### config.mk
export PLATFORM = sky130hd
export DESIGN_NAME = platform_scroller
export DESIGN_NICKNAME = d
export VERILOG_FILES = /design/src/rtl/doodle_pkg.sv /design/src/rtl/plat_lfsr.sv /design/src/rtl/platform_scroller.sv
export SDC_FILE = /design/constraint.sdc
export NUM_CORES = 1
export LEC_CHECK = 0
export ABC_AREA = 1
export ABC_CLOCK_PERIOD_IN_PS = 10000
export CAP_MARGIN = 20
export CORE_ASPECT_RATIO = 1.2
export CORE_MARGIN = 1.5
export CORE_UTILIZATION = 47
export DETAILED_ROUTE_END_ITERATION = 7
export GPL_TIMING_DRIVEN = 0
export PLACE_DENSITY = 0.85
export SETUP_SLACK_MARGIN = 0.4
export SLEW_MARGIN = 15
export SYNTH_ARGS = -nofsm -noshare
export SYNTH_HDL_FRONTEND = slang
export SYNTH_HIERARCHICAL = 1
export SYNTH_SLANG_ARGS = --single-unit
### constraint.sdc
create_clock -name Clk -period 10 [get_ports Clk]
set_input_delay 1.5 -clock Clk [delete_from_list [all_inputs] [get_ports Clk]]
set_output_delay 1.5 -clock Clk [all_outputs]
set_load 0.02 [all_outputs]
### src/rtl/doodle_pkg.sv
// Shared constants, state encoding and initial platform layout for the platform scroller.
package doodle_pkg;

    localparam int NUM_PLAT   = 16;
    localparam int Y_LIMIT    = 480;
    localparam int MAX_SCROLL = 63;
    localparam int PLAT_X_MIN = 32;

    localparam logic [15:0] LFSR_SEED = 16'hACE1;

    typedef enum logic [1:0] {
        IDLE,
        LOAD,
        SCROLL,
        DONE
    } scroll_state_t;

    function automatic logic [8:0] init_x(input logic [3:0] i);
        return 9'(64 + 24 * int'(i));
    endfunction

    function automatic logic [8:0] init_y(input logic [3:0] i);
        return 9'(464 - 29 * int'(i));
    endfunction

endpackage

### src/rtl/plat_lfsr.sv
// Free-running 16-bit Fibonacci LFSR (taps 16,14,13,11) supplying respawn X positions.
module plat_lfsr
    import doodle_pkg::*;
(
    input  logic        Clk,
    input  logic        Reset,
    output logic [15:0] out
);

    logic feedback;

    assign feedback = out[15] ^ out[13] ^ out[12] ^ out[10];

    always_ff @(posedge Clk or posedge Reset) begin
        if (Reset) out <= LFSR_SEED;
        else       out <= {out[14:0], feedback};
    end

endmodule

### src/rtl/platform_scroller.sv
// Owns the 16-entry platform table: reloads the initial layout and scrolls/respawns entries.
// Optional score accumulator enabled by defining SCROLL_SCORE_EN.
//
// state  | meaning
// IDLE   | waiting for loadplat or refresh_en
// LOAD   | writing initial layout, one entry per cycle
// SCROLL | shifting entries down by mag, one entry per cycle
// DONE   | trigger handshake, waiting for refresh_en to fall
module platform_scroller
    import doodle_pkg::*;
(
    input  logic             Clk,
    input  logic             Reset,
    input  logic             loadplat,
    input  logic             refresh_en,
    input  logic [9:0]       plat_temp_Y,
    output logic [15:0][8:0] platX,
    output logic [15:0][8:0] platY,
    output logic             trigger,
    output logic             busy,
    output logic [15:0]      score
);

    scroll_state_t state, next_state;
    logic [3:0]    idx;
    logic [9:0]    mag;
    logic [9:0]    req_mag;
    logic [9:0]    neg_y;
    logic [9:0]    sum;
    logic [8:0]    respawn_x;
    logic [15:0]   lfsr;
    logic          last_idx;
    logic          start_scroll;

    plat_lfsr u_lfsr (
        .Clk   (Clk),
        .Reset (Reset),
        .out   (lfsr)
    );

    assign neg_y    = ~plat_temp_Y + 10'd1;
    assign req_mag  = !plat_temp_Y[9] ? 10'd0 :
                      (neg_y > 10'(MAX_SCROLL)) ? 10'(MAX_SCROLL) : neg_y;
    assign sum      = {1'b0, platY[idx]} + mag;
    // Bits 9:8 of the generator are deliberately skipped to keep X within 32..350.
    assign respawn_x = 9'(PLAT_X_MIN) + 9'(lfsr & 16'h00FF) + 9'(lfsr >> 10);
    assign last_idx  = (idx == 4'(NUM_PLAT - 1));
    assign start_scroll = (state == IDLE) && (next_state == SCROLL);

    always_comb begin
        next_state = state;
        case (state)
            IDLE: begin
                if (loadplat)        next_state = LOAD;
                else if (refresh_en) next_state = SCROLL;
            end
            LOAD: begin
                if (last_idx) next_state = IDLE;
            end
            SCROLL: begin
                if (loadplat)      next_state = LOAD;
                else if (last_idx) next_state = DONE;
            end
            DONE: begin
                if (loadplat)         next_state = LOAD;
                else if (!refresh_en) next_state = IDLE;
            end
            default: next_state = IDLE;
        endcase
    end

    always_ff @(posedge Clk or posedge Reset) begin
        if (Reset) begin
            state   <= IDLE;
            idx     <= 4'd0;
            mag     <= 10'd0;
            trigger <= 1'b0;
            busy    <= 1'b0;
        end else begin
            state   <= next_state;
            busy    <= (next_state != IDLE);
            // Rises one cycle after DONE is reached; drops as soon as DONE is left.
            trigger <= (state == DONE) && (next_state == DONE);
            if (next_state != state)                     idx <= 4'd0;
            else if (state == LOAD || state == SCROLL)   idx <= idx + 4'd1;
            if (start_scroll) mag <= req_mag;
        end
    end

    always_ff @(posedge Clk or posedge Reset) begin
        if (Reset) begin
            for (int i = 0; i < NUM_PLAT; i++) begin
                platX[i] <= init_x(4'(i));
                platY[i] <= init_y(4'(i));
            end
        end else if (state == LOAD) begin
            platX[idx] <= init_x(idx);
            platY[idx] <= init_y(idx);
        end else if (state == SCROLL) begin
            if (sum >= 10'(Y_LIMIT)) begin
                platY[idx] <= 9'(sum - 10'(Y_LIMIT));
                platX[idx] <= respawn_x;
            end else begin
                platY[idx] <= sum[8:0];
            end
        end
    end

`ifdef SCROLL_SCORE_EN
    logic [16:0] score_sum;

    assign score_sum = {1'b0, score} + 17'(req_mag);

    always_ff @(posedge Clk or posedge Reset) begin
        if (Reset)                                        score <= 16'h0;
        else if (next_state == LOAD && state != LOAD)     score <= 16'h0;
        else if (start_scroll)                            score <= score_sum[16] ? 16'hFFFF : score_sum[15:0];
    end
`else
    assign score = 16'h0;
`endif

endmodule

# Word-level counts from Yosys, hierarchy flattened
# Index checks and enable logic that the tools add are counted.
# Widths: inputs -> output; s select.
# word_totals
regBits	322
latch_bits	0
ram_bits	0
rom_bits	0
inputBits	14
out_inout_bits	306
word_cells	100
n_memories	0
# op_classes
n_addsub	8
mul	2
div_mod_pow	0
n_lt_le_gt_ge	4
n_eq_ne	7
shift	0
n_mux	27
bitwise_logic	4
reduce_logical	10
# ops
op	n
$mux 144	6
$bwmux 144	5
$bmux 9 s4	1
$demux 9 s4	1
$mux 10	2
$mux 9	2
$mux 2	7
$add 10x1->10 const B	1
$add 9x10->10	1
$ge 10x9->1 const B	1
$gt 10x6->1 const B	1
$not 10->10	1
$add 6x8->9 const A	1
$add 7x9->9 const A	1
$add 9x6->9	1
$mul 5x4->9 const A	1
$sub 9x9->9 const A	1
$sub 9x9->9 const B	1
$eq 2x2->1 const B	4
$mux 4	2
$pmux 2 s4	1
$reduce_bool 2->1	4
$mul 2x4->6 const A	1
$lt 4x5->1 const B	1
10 further kinds	14

# Longest topological paths before layout
# logic_depth
ltp_word	8
ltp_mapped	28

# Modules after synthesis
# Netlist, hierarchy kept.
# modules_own_cells
module	n_inst	cells_each	area_per_inst_um2	seq_area_each_um2
platform_scroller	1	1820	15173.3	7807.5
plat_lfsr	1	32	478.0	410.4

# Worst setup path after synthesis
# No wires, ideal clock.
# synth_timing
path_type	register -> register
from	register idx[2]
to	register platY[132] (netlist bit)
setup_time_ns	0.116
t_arrival_ns	3.714
required_time_ns	9.884
setup_slack_ns	6.169
stages_incl_launch_ff	16
synth_period_minus_slack_ns	3.831
path_cell_list	dfrtp_1 clkbuf_1 inv_1 clkbuf_1 fa_1 ha_1 xnor2_1 ha_1 a31oi_1 inv_1 or2_2 a21oi_1 clkbuf_1 nor2_1 nand2_1 nand2_1
# synth_between
elab_chain_len	8
word_cells_on_any_way	18
cone_classes	add/sub (3); mul (1); order compare (3); mux (10); reduce/logical (1)
# synth_rtl
item	line	text
from (decl)	platform_scroller.sv:25	logic [3:0] idx;
from (signal assigned)	platform_scroller.sv:85	else if (state == LOAD || state == SCROLL) idx <= idx + 4'd1;
$bmux 9 s4 (tied with other cells)	platform_scroller.sv:44	assign sum = {1'b0, platY[idx]} + mag;
$mux 9 (implied by the code) / $logic_and 1x1->1 (equally long branches)	--	
$add 9x10->10 / $mux 9 (equally long branches)	--	
$sub 9x9->9 / $demux 9 s4 (equally long branches)	platform_scroller.sv:101, platform_scroller.sv:98, platform_scroller.sv:104	
$bwmux 144, on equally long branches	platform_scroller.sv:101, platform_scroller.sv:104	
$mux 144	platform_scroller.sv:100	if (sum >= 10'(Y_LIMIT)) begin
$mux 144	platform_scroller.sv:99	end else if (state == SCROLL) begin
$mux 144 (*)	platform_scroller.sv:96	end else if (state == LOAD) begin
to (signal, indexed assignment)	platform_scroller.sv:98	platY[idx] <= init_y(idx);
to (signal, indexed assignment)	platform_scroller.sv:101	platY[idx] <= 9'(sum - 10'(Y_LIMIT));
to (signal, indexed assignment)	platform_scroller.sv:104	platY[idx] <= sum[8:0];
to (decl)	platform_scroller.sv:18	output logic [15:0][8:0] platY,
# Mark *: on every way between the ends. The rest lies on a longest branch, timed or not. The select of a mux whose other input is x is not followed.
# A chain may end at the register's enable or synchronous reset.

# Final worst setup path
# layout_timing
from	register idx[0]
to	register platX[55] (netlist bit)
# layout_between
elab_chain_len	8
word_cells_on_any_way	16
cone_classes	add/sub (1); order compare (3); mux (9); reduce/logical (3)
# layout_rtl
item	line	text
branches (longest 8 deep; another with $add 9x10->10)	--	
to (signal, indexed assignment)	platform_scroller.sv:93	platX[i] <= init_x(4'(i));
to (signal, indexed assignment)	platform_scroller.sv:97	platX[idx] <= init_x(idx);
to (signal, indexed assignment)	platform_scroller.sv:102	platX[idx] <= respawn_x;
to (decl)	platform_scroller.sv:17	output logic [15:0][8:0] platX,
# Parallel ways; which one is timed is not known. The select of a mux whose other input is x is not followed.

==> results.md <==
- Compared with the post-synthesis result, the final layout area differs by 32.2%.
- Port buffering added 303 buffers.
- Summing every instance area after synthesis gives about 16000 µm².
- The flop and latch count out of synthesis is between 300 and 400.
- The worst setup path is launched from a register.
- Setup repair after global routing left no endpoint under its margin.
- The total global routing overflow is 0.
- The worst path meets setup with 4.72 ns of slack.
- The number of antenna violations at the first check in global routing is 0.
- The final cycle utilization of the critical path is 0.528.
- The setup TNS is 0 ns.
- The maximum clock insertion buffer count is 3.
- The row count is 73.
- The wire length of the first global-routing pass is 81600 µm.
- The number of buffers created by CTS is 34.
- The number of buffers and inverters on the critical path is 8.
- On the worst path, the slowest cell contributes a delay of 0.54 ns.
- In the routed design, unresolved DRC markers number 0.
- The worst hold path belongs to the class reg2reg.
- Subtracting the final worst setup slack from the clock period gives 5.28 ns.
- In this run the remaining antenna-violating nets after routing total 0.
- The maximum number of pins on one net before global-route repair is 40.
- From bottom edge to top edge, the die measures slightly above 200 µm.
- The post-synthesis average cell area is 8.45 µm².
- The total number of yosys warnings is 6.
- The largest individual stage delay along the critical path comes from the cell sky130_fd_sc_hd__clkbuf_1.
- The worst-case IR drop observed on VDD is 0.000227 V.
- Summed over all cells, the static leakage comes to 9.30 nW.
- The post-CTS setup-driven buffer insertion count is 0.
- The root buffer selected by CTS is sky130_fd_sc_hd__clkbuf_16.
- On the critical path the largest part of the delay comes from buffers and inverters.
- The area of the core is roughly 33000 µm².
- The number of diodes added for antenna fixing is 0.
- The number of enable-type register cells in the synthesized netlist is 0.
- The transition at the pin with the smallest max-transition slack is 1.05 ns.
- The clock reaches the later pin of the worst-skew pair after 0.53 ns.
- After detailed routing, the average wire length per cell comes to 19.9 µm.
- Counting stages on the worst path, the most repeated cell is sky130_fd_sc_hd__nand2_1.
- The clock drives 322 sinks.
- The final count of hold timing violations was 0.
- The count of non-filler cells in the finished layout is roughly 2700.
- Setup violations remaining at the end of the flow were counted as 0.
- Summing over every cut layer, the via total after detailed routing is 15047.
- The gate count after technology mapping is 1852.
- The max-slew headroom at the worst pin is 0.292.
- The library cell used most frequently in the layout, excluding fill and tap cells, is sky130_fd_sc_hd__nand2_1.
- Max-cap violations in this run came to 0.
- The global-route usage over all layers is 0.308.
- In the final layout, the share of cells above drive strength 1 is 0.119.
- The number of design-rule violations left by the first detailed-router iteration is between 1500 and 2000.
- The kind of capture point of the worst setup path is a register.
- Synthesis instantiated 41 different standard cells from the library.
- The share of the Yosys chip area taken by registers is 0.525.
- The worst hold slack after final layout is 0.353 ns.
- between 300 and 400 I/O pins were placed.
- The count of hold buffers inserted by post-cts repair is 0.
- For this configuration, the core starts out at a cell density of 0.475.
- The fmax is 0.189 GHz.
- The critical path class is reg2reg.
- The HPWL after detailed placement is roughly 39000 µm.
- TritonCTS built the clock tree.
- The total power divided by cell area is 274 nW/µm².
- Across the routed clock network, the largest skew measured is 0.0239 ns.
- The total die area is between 30000 and 40000 µm².
- At the end of routability-driven placement, the weighted congestion stood at 0.928.
- The via count of the first global-routing pass is 14813.
- The horizontal die dimension is 170 µm.
- Data on the critical path arrives at its endpoint at 5.65 ns.
- The required arrival time at the worst endpoint is 10.37 ns.
- The post-layout utilization of the core is 0.628.
- Gates resized during post-CTS repair numbered 0.
- The max-slew violation count is 0.
- In this run the worst path has a maximum fanout of 10.
- The flow ran to the end, and the final reports show no timing, DRC or antenna violations.
- The share of synthesized registers carrying an async set or reset is 1.00.
- The clock edge transition at the registers on the reported setup and hold paths is about 0.060 ns.
- For this block, the routed nets add up to 53500 µm of wire.
- Once placement completed, the tool counted placed cells totaling approximately 2600.
- The average via count per standard cell is around 5.6.
- The final net count is 2286.
- Prior to clock tree synthesis, the placed netlist has a worst setup slack of around 4.9 ns.
- The count of H-tree levels built during CTS is 2.
- In the layout the commonest cells are 589 x sky130_fd_sc_hd__nand2_1, 303 x sky130_fd_sc_hd__clkdlybuf4s50_1, 253 x sky130_fd_sc_hd__o21ai_0, 194 x sky130_fd_sc_hd__dfrtp_1, 173 x sky130_fd_sc_hd__nor2_1.
- The most common flop cell mapped by yosys is sky130_fd_sc_hd__dfrtp_1.
- The pre-antenna-repair detailed-routing pass consisted of 6 iterations.
[per-layer routing]
metal  vias to the layer above  global-route usage  wire (µm)
li1                       6708                   -          -
met1                      7140               0.383      19900
met2                       964               0.506      25300
met3                       235              0.0433       4710
met4                         0               0.198       3670
met5                         -                   0          0
[power by group]
part | internal [mW] | leakage (nW) | total, mW | switching, mW
combinational | 0.786 | 4.73 | 2.62 | 1.83
clock | 0.845 | 0.578 | 1.39 | 0.541
sequential | 1.51 | 3.99 | 1.66 | 0.151
[Yosys cell counts (2+ instances only)]
library cell | number | share of area
sky130_fd_sc_hd__buf_6 | 9 | 0.0065
sky130_fd_sc_hd__nand3_1 | 33 | 0.011
sky130_fd_sc_hd__or2_2 | 4 | 0.0016
sky130_fd_sc_hd__nor3_1 | 4 | 0.0013
sky130_fd_sc_hd__inv_2 | 2 | 0.00048
sky130_fd_sc_hd__nand4_1 | 7 | 0.0028
sky130_fd_sc_hd__clkinv_1 | 2 | 0.00048
sky130_fd_sc_hd__buf_1 | 3 | 0.00072
sky130_fd_sc_hd__buf_4 | 16 | 0.0077
sky130_fd_sc_hd__dfrtp_1 | 194 | 0.31
sky130_fd_sc_hd__buf_2 | 13 | 0.0042
sky130_fd_sc_hd__nand2_1 | 589 | 0.14
sky130_fd_sc_hd__a31oi_1 | 3 | 0.0012
sky130_fd_sc_hd__o21ai_0 | 254 | 0.081
sky130_fd_sc_hd__nand3b_1 | 14 | 0.0067
sky130_fd_sc_hd__o21ai_2 | 17 | 0.0095
sky130_fd_sc_hd__o221ai_1 | 22 | 0.012
sky130_fd_sc_hd__fa_1 | 7 | 0.0090
sky130_fd_sc_hd__ha_1 | 49 | 0.039
sky130_fd_sc_hd__nor2_1 | 173 | 0.041
sky130_fd_sc_hd__a21oi_1 | 26 | 0.0083
sky130_fd_sc_hd__o21ai_1 | 39 | 0.012
sky130_fd_sc_hd__xnor2_1 | 4 | 0.0022
sky130_fd_sc_hd__o211ai_1 | 10 | 0.0048
sky130_fd_sc_hd__o21bai_1 | 3 | 0.0014
sky130_fd_sc_hd__inv_1 | 132 | 0.032
sky130_fd_sc_hd__o22ai_1 | 13 | 0.0052
sky130_fd_sc_hd__nor2_2 | 2 | 0.00080
sky130_fd_sc_hd__xor2_1 | 10 | 0.0056
sky130_fd_sc_hd__dfstp_2 | 128 | 0.21
sky130_fd_sc_hd__nand2_4 | 10 | 0.0072
sky130_fd_sc_hd__clkbuf_1 | 51 | 0.012
[final timing paths]
| check | from | endpoint | slack (ns) | depth (start not counted) |
|---|---|---|---|---|
| setup / recovery | idx[0] | platX[55] | 4.72 | 26 |
| hold / removal | u_lfsr/out[8] | u_lfsr/out[9] | 0.35 | 0 |
| setup reg to reg | idx[0] | platX[55] | 4.72 | 26 |
| hold reg to reg | u_lfsr/out[8] | u_lfsr/out[9] | 0.35 | 0 |
| max in group asynchronous | Reset | platY[81] | 7.18 | 6 |
| min in group asynchronous | Reset | u_lfsr/out[1] | 1.44 | 2 |
[logic make-up (layout without fill, tap and decap cells)]
logic type,after synthesis,count (layout),synth area share
AND/OR/NAND/NOR,839,839,0.215
AO/OA/AOI/OAI,391,391,0.138
flip-flops,322,322,0.525
buffers and inverters,229,603,0.0652
adder cells (fa/ha/maj),56,56,0.0481
XOR/XNOR,14,14,0.00783
other,1,16,0.000240
[registers in the layout, summed over array words and instances, names as in the netlist]
register	cells
platY	144
u_lfsr/out	16
idx	4
platX	144
busy	1
state	2
mag	10
trigger	1
[through the flow]
stage / power, mW / cell area [µm²]
6_report: 5.67 / 20700
5_1_grt: 5.91 / 20700
4_1_cts: 5.58 / 20700
3_5_place_dp: 4.18 / 19500
3_3_place_gp: 4.10 / 19300
2_1_floorplan: 3.23 / 15700
[final cells by class]
cell class | instances | area [µm²]
Fill cell | 2662 | 12300
Sequential cell | 322 | 8220
Multi-Input combinational cell | 1316 | 6470
Timing Repair Buffer | 313 | 3220
Clock buffer | 47 | 941
Tap cell | 450 | 563
Inverter | 136 | 514
Buffer | 93 | 509
Clock inverter | 14 | 262
No activity file was read; power rests on OpenSTA's default activity.
